==> config.mk <==
export PLATFORM = sky130hd
export DESIGN_NAME = uart_tx_arbiter
export DESIGN_NICKNAME = d
export VERILOG_FILES = /design/src/rtl/uart_tx_arbiter.sv
export SDC_FILE = /design/constraint.sdc
export NUM_CORES = 1
export LEC_CHECK = 0
export ABC_AREA = 0
export CORE_MARGIN = 3
export CORE_UTILIZATION = 25
export CTS_BUF_LIST = sky130_fd_sc_hd__clkbuf_8
export DETAILED_ROUTE_END_ITERATION = 10
export SYNTH_ARGS = -nofsm -noshare
export SYNTH_HDL_FRONTEND = slang
export SYNTH_SLANG_ARGS = --single-unit
==> constraint.sdc <==
create_clock -name clk -period 6.3 [get_ports clk]
set_clock_uncertainty 0.1 [all_clocks]
set_input_delay 1.26 -clock clk [delete_from_list [all_inputs] [get_ports clk]]
set_output_delay 1.26 -clock clk [all_outputs]
set_load 0.005 [all_outputs]
==> src/rtl/uart_tx_arbiter.sv <==
// Two-requester round-robin arbiter feeding an 8N1 UART transmitter.
// The divider register is copied into a per-frame divider at each grant.
module uart_tx_arbiter #(
  parameter int unsigned DEFAULT_DIV = 6
) (
  input  logic        clk,
  input  logic        reset,
  input  logic        div_we,
  input  logic [31:0] div_wdata,
  output logic [31:0] div_rdata,
  input  logic        req0_valid,
  input  logic [7:0]  req0_data,
  output logic        req0_ready,
  input  logic        req1_valid,
  input  logic [7:0]  req1_data,
  output logic        req1_ready,
  output logic        ser_tx,
  output logic        busy,
  output logic        last_grant
);

  typedef enum logic [1:0] {
    IDLE,
    START,
    DATA,
    STOP
  } state_t;

  state_t      state;
  state_t      state_n;
  logic [31:0] div_reg;
  logic [31:0] frame_div;
  logic [31:0] period;
  logic [31:0] cnt;
  logic [31:0] cnt_n;
  logic [2:0]  bit_cnt;
  logic [2:0]  bit_n;
  logic [2:0]  bit_nx;
  logic [7:0]  shreg;
  logic        tx;
  logic        tx_n;
  logic        last_q;
  logic        grant0;
  logic        grant1;
  logic        bit_end;

  // Divider values below 2 are clamped so every bit has a defined middle.
  assign period  = (frame_div < 32'd2) ? 32'd2 : frame_div;
  assign bit_end = (cnt == period - 32'd1);
  assign bit_nx  = bit_cnt + 3'd1;

  assign div_rdata  = div_reg;
  assign ser_tx     = tx;
  assign busy       = (state != IDLE);
  assign last_grant = last_q;
  assign req0_ready = grant0 & ~reset;
  assign req1_ready = grant1 & ~reset;

  always_comb begin
    grant0 = 1'b0;
    grant1 = 1'b0;
    if (state == IDLE) begin
      if (req0_valid && (!req1_valid || last_q))
        grant0 = 1'b1;
      else if (req1_valid)
        grant1 = 1'b1;
    end
  end

  // tx_n is the line level for the next cycle, so ser_tx stays registered.
  always_comb begin
    state_n = state;
    cnt_n   = cnt;
    bit_n   = bit_cnt;
    tx_n    = 1'b1;
    unique case (state)
      IDLE: begin
        if (grant0 || grant1) begin
          state_n = START;
          cnt_n   = 32'd0;
          tx_n    = 1'b0;
        end
      end
      START: begin
        tx_n  = 1'b0;
        cnt_n = cnt + 32'd1;
        if (bit_end) begin
          state_n = DATA;
          cnt_n   = 32'd0;
          bit_n   = 3'd0;
          tx_n    = shreg[0];
        end
      end
      DATA: begin
        tx_n  = shreg[bit_cnt];
        cnt_n = cnt + 32'd1;
        if (bit_end) begin
          cnt_n = 32'd0;
          if (bit_cnt == 3'd7) begin
            state_n = STOP;
            tx_n    = 1'b1;
          end else begin
            bit_n = bit_nx;
            tx_n  = shreg[bit_nx];
          end
        end
      end
      STOP: begin
        tx_n  = 1'b1;
        cnt_n = cnt + 32'd1;
        if (bit_end) begin
          state_n = IDLE;
          cnt_n   = 32'd0;
        end
      end
      default: begin
        state_n = IDLE;
        cnt_n   = 32'd0;
      end
    endcase
  end

  always_ff @(posedge clk) begin
    if (reset) begin
      state     <= IDLE;
      tx        <= 1'b1;
      last_q    <= 1'b1;
      div_reg   <= 32'(DEFAULT_DIV);
      frame_div <= 32'(DEFAULT_DIV);
      cnt       <= 32'd0;
      bit_cnt   <= 3'd0;
      shreg     <= 8'd0;
    end else begin
      state   <= state_n;
      tx      <= tx_n;
      cnt     <= cnt_n;
      bit_cnt <= bit_n;
      if (div_we)
        div_reg <= div_wdata;
      if (grant0 || grant1) begin
        shreg     <= grant0 ? req0_data : req1_data;
        frame_div <= div_reg;
        last_q    <= grant1;
      end
    end
  end

endmodule

==> results of run 1 <==
[routing by layer]
metal,GRT usage,vias up,part of all wire
met1,0.161,2530,0.49
met3,0.0195,20,0.040
met5,0,-,0
li1,-,2785,-
met2,0.187,111,0.45
met4,0.0446,0,0.021
[layout make-up]
class                           instances  area share
Inverter                               30      0.0150
Sequential cell                       111       0.297
Clock buffer                           10      0.0184
Clock inverter                          5     0.00786
Multi-Input combinational cell        567       0.487
Tap cell                              319      0.0533
Timing Repair Buffer                   93       0.122
[power groups by stage]
stage | registers (µW) | clock network, µW | logic [µW]
4_1_cts | 863 | 449 | 822
6_report | 862 | 435 | 816
5_1_grt | 876 | 476 | 909
2_1_floorplan | 842 | 0 | 605
3_3_place_gp | 876 | 0 | 809
3_5_place_dp | 879 | 0 | 818
[Yosys cell counts, types with 11 or more instances]
| cell type | instances | area [µm²] |
|---|---|---|
| dfxtp_1 | 111 | 2220 |
| nand2_1 | 106 | 398 |
| nor2_1 | 76 | 285 |
| a21oi_1 | 64 | 320 |
| mux2i_1 | 53 | 531 |
| clkbuf_1 | 42 | 158 |
| xnor2_1 | 31 | 272 |
| inv_1 | 30 | 113 |
| nand3_1 | 29 | 145 |
| nor3_1 | 17 | 85.1 |
| o21ai_0 | 17 | 85.1 |
| nand4_1 | 14 | 87.6 |
| a211oi_1 | 11 | 82.6 |
| nor4_1 | 11 | 68.8 |
[state kept, by name, summed over array words and instances, names as in the netlist]
register and flops:
bit_cnt 3, last_grant 1, ser_tx 1, frame_div 32, div_rdata 32, cnt 32, shreg 8, state 2
[path summary, 6_finish.rpt]
path	start	end	cells past startpoint	slack [ns]
setup reg to reg	frame_div[4]	cnt[15]	15	0.63
setup / recovery	frame_div[4]	cnt[15]	15	0.63
hold reg to reg	div_rdata[20]	frame_div[20]	2	0.37
hold / removal	div_rdata[20]	frame_div[20]	2	0.37
[logic make-up (layout without fill, tap and decap cells)]
| kind of cell | Yosys count | count (layout) |
|---|---|---|
| buffers and inverters | 78 | 138 |
| XOR/XNOR | 40 | 40 |
| adder cells (fa/ha/maj) | 9 | 9 |
| AND/OR/NAND/NOR | 318 | 318 |
| multiplexers | 60 | 60 |
| AO/OA/AOI/OAI | 140 | 140 |
| flip-flops | 111 | 111 |
[metrics by stage]
stage	power, µW	hold WS (ns)	std cells	setup slack [ns]
after global routing	2260	0.396	1135	0.154
final	2110	0.375	1135	0.633
after detailed placement	1700	0.366	1120	0.659
after global placement	1690	0.362	1120	0.938
after floorplan	1450	0.354	756	1.24
after CTS	2130	0.381	1135	0.633
[worst max-delay path: cells and delay by family (launching register included)]
kind | cells | cell delay [ns]
adders and majority gates | 1 | 0.18
and+or+nand+nor | 9 | 3.74
DFF | 1 | 0.42
AOI/OAI and AO/OA | 3 | 0.70
buffers and inverters | 1 | 0.34
xor gates and xnor gates | 1 | 0.08
==> impl_metrics.env, run 1 <==
export IMPL_drcViolationCount=0
export IMPL_relSlewSlack=0.199
export IMPL_max_cap_violations=0
export IMPL_nFillCells=2600
export IMPL_n_antenna_cell=0
export IMPL_synthCells=756
export IMPL_final_common_cell="dfxtp_1"
export IMPL_tightest_slew_ns=1.20
export IMPL_synth_simple_gate_area_frac=0.261
export IMPL_gp_congestion=0.928
export IMPL_p_per_area_nw_per_um2=282
export IMPL_pwr_share_seq=0.408
export IMPL_path_clk_slew_ns=0.10
export IMPL_fin_nets=874
export IMPL_post_dp_hpwl_um=11700
export IMPL_syn_nets=818
export IMPL_multiInputGateArea_um2=3640
export IMPL_grt_pass1_wl_um=25900
export IMPL_ys_flop_type="dfxtp_1"
export IMPL_die_area_um2=26600
export IMPL_crit_path_frequent_cell="nand4_1"
export IMPL_comb_power_share=0.386
export IMPL_detail_route_vias_per_cell=4.80
export IMPL_ctsHoldBuffers=0
export IMPL_syn_area_per_cell_um2=8.15
export IMPL_cts_max_path_buffers=2
export IMPL_yosys_register_bits=111
export IMPL_fin_util=0.314
export IMPL_core_rowCount=56
export IMPL_internal_power_uw=1330
export IMPL_synth_xor_area_frac=0.0568
export IMPL_crit_fanout=43
export IMPL_p_sw_uw=785
export IMPL_postSynth_asyncResetShare=0
export IMPL_initial_core_util=0.259
export IMPL_drtIter0Drc=381
export IMPL_hold_viol_final=0
export IMPL_arrival_ns=5.85
export IMPL_dpl_cell_area_um2=7290
export IMPL_grt_max_degree=88
export IMPL_synthAdderAreaFrac=0.0183
export IMPL_htreeDepth=3
export IMPL_clk_latency_ns=0.38
export IMPL_netlist_area_um2=6160
export IMPL_core_area_um2=23800
export IMPL_seqCellArea_um2=2220
export IMPL_antenna_left=0
export IMPL_yosysWarnings=0
export IMPL_hold_class="flip-flop to flip-flop"
export IMPL_critical_path_class="flip-flop to flip-flop"
export IMPL_grtUsageTotal=0.118
export IMPL_ir_worst_vdd_mv=0.110
export IMPL_die_y_um=163
export IMPL_synth_edf_count=0
export IMPL_p_sw_frac=0.372
export IMPL_synth_top_family_by_area="simple AND/OR/NAND/NOR gates"
export IMPL_period_share=0.900
export IMPL_drive_above_1_share=0.0650
export IMPL_synthMuxAreaShare=0.106
export IMPL_ios=90
export IMPL_crit_path_start_kind="flip-flop"
export IMPL_cts_sinks=111
export IMPL_clockPowerShare=0.206
export IMPL_synth_cell_types=70
export IMPL_cts_root_buf="clkbuf_8"
export IMPL_postCtsSetupBuffers=0
export IMPL_firstDrtPassIters=4
export IMPL_slowest_stage="nor4_1"
export IMPL_max_freq_mhz=176
export IMPL_cts_repair_resized=0
export IMPL_status="complete, no violations"
export IMPL_cp_end_kind="flip-flop"
export IMPL_tns_ns=0
export IMPL_slew_violations=0
export IMPL_fin_crit_ns=5.67
export IMPL_crit_chain="nor4_2 > nand4_1 > or2_1 > nand2_1 > ha_1 > nor3b_1 > nand4_1 > nor3_4 > xnor2_1 > or4_4 > nor4_1 > a211oi_4 > buf_4 > a21o_1 > a22o_1"
export IMPL_cts_tree="yes"
export IMPL_max_stage_delay_ns=0.64
export IMPL_leakage_uw=0.00261
export IMPL_rsz0062_at_grt="no"
export IMPL_portBuffers=89
export IMPL_finalInstanceArea_um2=7480
export IMPL_finalWirelength_um=15600
export IMPL_setup_viol=0
export IMPL_grt_pass1_vias=5116
export IMPL_cts_made_buffers=9
export IMPL_final_cell_mix="111 x dfxtp_1, 106 x nand2_1, 87 x clkdlybuf4s50_1"
export IMPL_worstPathRequired_ns=6.49
export IMPL_antenna_found_initial=0
export IMPL_synth_compound_area_share=0.145
export IMPL_grt_overflow_total=0
export IMPL_die_w_um=163
export IMPL_ys_seq_area_frac=0.361
export IMPL_wl_per_cell_um=13.7
export IMPL_route_vias_total=5446
export IMPL_areaGrowthSynthToFinish_pct=21.4
(Power assumes the default switching activity.)
==> inputs of run 2 (changes only) <==
SKIP_CTS_REPAIR_TIMING = 1   (was default)
==> results of run 2 <==
The final DEF is identical to that of run 1; final timing and power are the same.
==> inputs of run 3 (changes only) <==
CAP_MARGIN = 20   (was default)
==> run 3 against run 2 <==
Sequential cell count unchanged. Largest power group unchanged. Non-clock buffer count grew 2. First-iteration DRC count rose by 9.7%. Core utilization up 0.15 points. Wire length is 0.41% lower. Cell area is 0.47% higher. Die area unchanged. Clock-buffer cell count unchanged. Critical path type unchanged. Final cell count grew 0.18%. Clock power about the same. Hold slack better by 0.0017 ns. Via count increased by 0.37%.
==> impl_metrics.env, run 3 (synthesis results as in run 1) <==
export IMPL_critical_path_class="flip-flop to flip-flop"
export IMPL_grtUsageTotal=0.117
export IMPL_rrSetupSlack_ns=0.63
export IMPL_highest_layer="met4"
export IMPL_p_sw_uw=789
export IMPL_p_sw_frac=0.370
export IMPL_relSlewSlack=0.384
export IMPL_crit_path_frequent_cell="nand4_1"
export IMPL_cts_root_buf="clkbuf_8"
export IMPL_antenna_left=0
export IMPL_die_y_um=163
export IMPL_core_area_um2=23800
export IMPL_timing_rr_end="cnt[15]"
export IMPL_n_antenna_cell=0
export IMPL_path_clk_slew_ns=0.10
export IMPL_worstHoldStart="div_rdata[20]"
export IMPL_status="complete, no violations"
export IMPL_htreeDepth=3
export IMPL_ir_worst_vdd_mv=0.167
export IMPL_hold_viol_final=0
export IMPL_hold_class="flip-flop to flip-flop"
export IMPL_worstPathRequired_ns=6.49
export IMPL_final_cell_mix="111 x dfxtp_1, 106 x nand2_1, 87 x clkdlybuf4s50_1"
export IMPL_max_stage_delay_ns=0.67
export IMPL_dp_cells=1121
export IMPL_ios=90
export IMPL_fin_nets=876
export IMPL_drive_above_1_share=0.0672
export IMPL_cp_end_kind="flip-flop"
export IMPL_min_to="frame_div[20]"
export IMPL_internal_power_uw=1340
export IMPL_portBuffers=89
export IMPL_comb_power_share=0.391
export IMPL_max_cap_violations=0
export IMPL_drcViolationCount=0
export IMPL_wl_met2_um=7050
export IMPL_arrival_ns=5.87
export IMPL_cts_max_path_buffers=2
export IMPL_whs_path_depth=2
export IMPL_crit_chain="nor4_2 > nand4_1 > or2_1 > nand2_1 > ha_1 > nor3b_1 > nand4_1 > nor3_4 > xnor2_1 > or4_4 > nor4_1 > a211oi_4 > buf_4 > a21o_1 > a22o_1"
export IMPL_grt_pass1_wl_um=25700
export IMPL_die_w_um=163
export IMPL_max_freq_mhz=176
export IMPL_final_common_cell="dfxtp_1"
export IMPL_post_dp_hpwl_um=11800
export IMPL_wl_met3_um=680
export IMPL_tightest_slew_ns=0.924
export IMPL_route_vias_total=5466
export IMPL_firstDrtPassIters=4
export IMPL_antenna_found_initial=0
export IMPL_initial_core_util=0.259
export IMPL_detail_route_vias_per_cell=4.81
export IMPL_period_share=0.901
export IMPL_grt_pass1_vias=5099
export IMPL_wl_per_cell_um=13.6
export IMPL_clk_latency_ns=0.39
export IMPL_leakage_uw=0.00263
export IMPL_core_rowCount=56
export IMPL_areaGrowthSynthToFinish_pct=22.0
export IMPL_cts_tree="yes"
export IMPL_p_per_area_nw_per_um2=283
export IMPL_pwr_share_seq=0.405
export IMPL_tns_ns=0
export IMPL_clockPowerShare=0.204
export IMPL_r2r_start="frame_div[4]"
export IMPL_drtIter0Drc=418
export IMPL_cts_made_buffers=9
export IMPL_rsz0062_at_grt="no"
export IMPL_fin_crit_ns=5.67
export IMPL_final_cells=1137
export IMPL_crit_path_start_kind="flip-flop"
export IMPL_die_area_um2=26600
export IMPL_slew_violations=0
export IMPL_slowest_stage="nor3b_1"
export IMPL_cts_sinks=111
export IMPL_crit_fanout=43
export IMPL_fin_util=0.316
export IMPL_finalWirelength_um=15500
export IMPL_setup_viol=0
export IMPL_grt_max_degree=88
export IMPL_gp_congestion=0.928
export IMPL_route_layer_met1_wl_um=7400
export IMPL_grt_overflow_total=0
export IMPL_r2r_cells=15
-- run 3: critical path, delay by kind of cell (launching register included) --
| family | cells | cell delay [ns] |
|---|---|---|
| AND/OR/NAND/NOR | 9 | 3.75 |
| AO/OA/AOI/OAI | 3 | 0.68 |
| flip-flops | 1 | 0.43 |
| buffers and inverters | 1 | 0.34 |
| adder cells (fa/ha/maj) | 1 | 0.19 |
| XOR/XNOR | 1 | 0.09 |
-- run 3: routing by layer --
metal | vias up | global-route usage
li1 | 2790 | -
met1 | 2537 | 0.157
met2 | 110 | 0.185
met3 | 29 | 0.0208
met4 | 0 | 0.0488
met5 | - | 0
-- run 3: power groups by stage --
stage          clock [µW]  combinational, µW  sequential [µW]
2_1_floorplan           0                605              842
3_3_place_gp            0                809              876
3_5_place_dp            0                818              879
4_1_cts               452                822              864
5_1_grt               479                929              877
6_report              435                833              863
-- run 3: how the worst max path moves through the flow --
stage / startpoint / endpoint / slack [ns] / depth (start not counted)
CTS: frame_div[4] / cnt[15] / 0.68 / 15
global route: frame_div[4] / cnt[16] / 0.24 / 15
global placement: frame_div[4] / cnt[16] / 0.94 / 15
detailed placement: frame_div[4] / cnt[15] / 0.71 / 15
finish: frame_div[4] / cnt[15] / 0.63 / 15
floorplan: frame_div[4] / state[1] / 1.24 / 17
-- run 3: cell type report --
class / instances / area (µm²)
Fill cell: 2613 / 16300
Multi-Input combinational cell: 567 / 3640
Sequential cell: 111 / 2220
Timing Repair Buffer: 95 / 946
Tap cell: 319 / 399
Clock buffer: 10 / 138
Inverter: 30 / 113
Clock inverter: 5 / 58.8
-- run 3: per-stage QoR --
stage / hold slack [ns] / setup slack, ns / power, µW / cell area (µm²)
finish: 0.376 / 0.627 / 2130 / 7520
global route: 0.402 / 0.238 / 2290 / 7520
CTS: 0.381 / 0.676 / 2140 / 7500
detailed placement: 0.363 / 0.709 / 1700 / 7300
global placement: 0.362 / 0.938 / 1690 / 7290
floorplan: 0.354 / 1.24 / 1450 / 6160
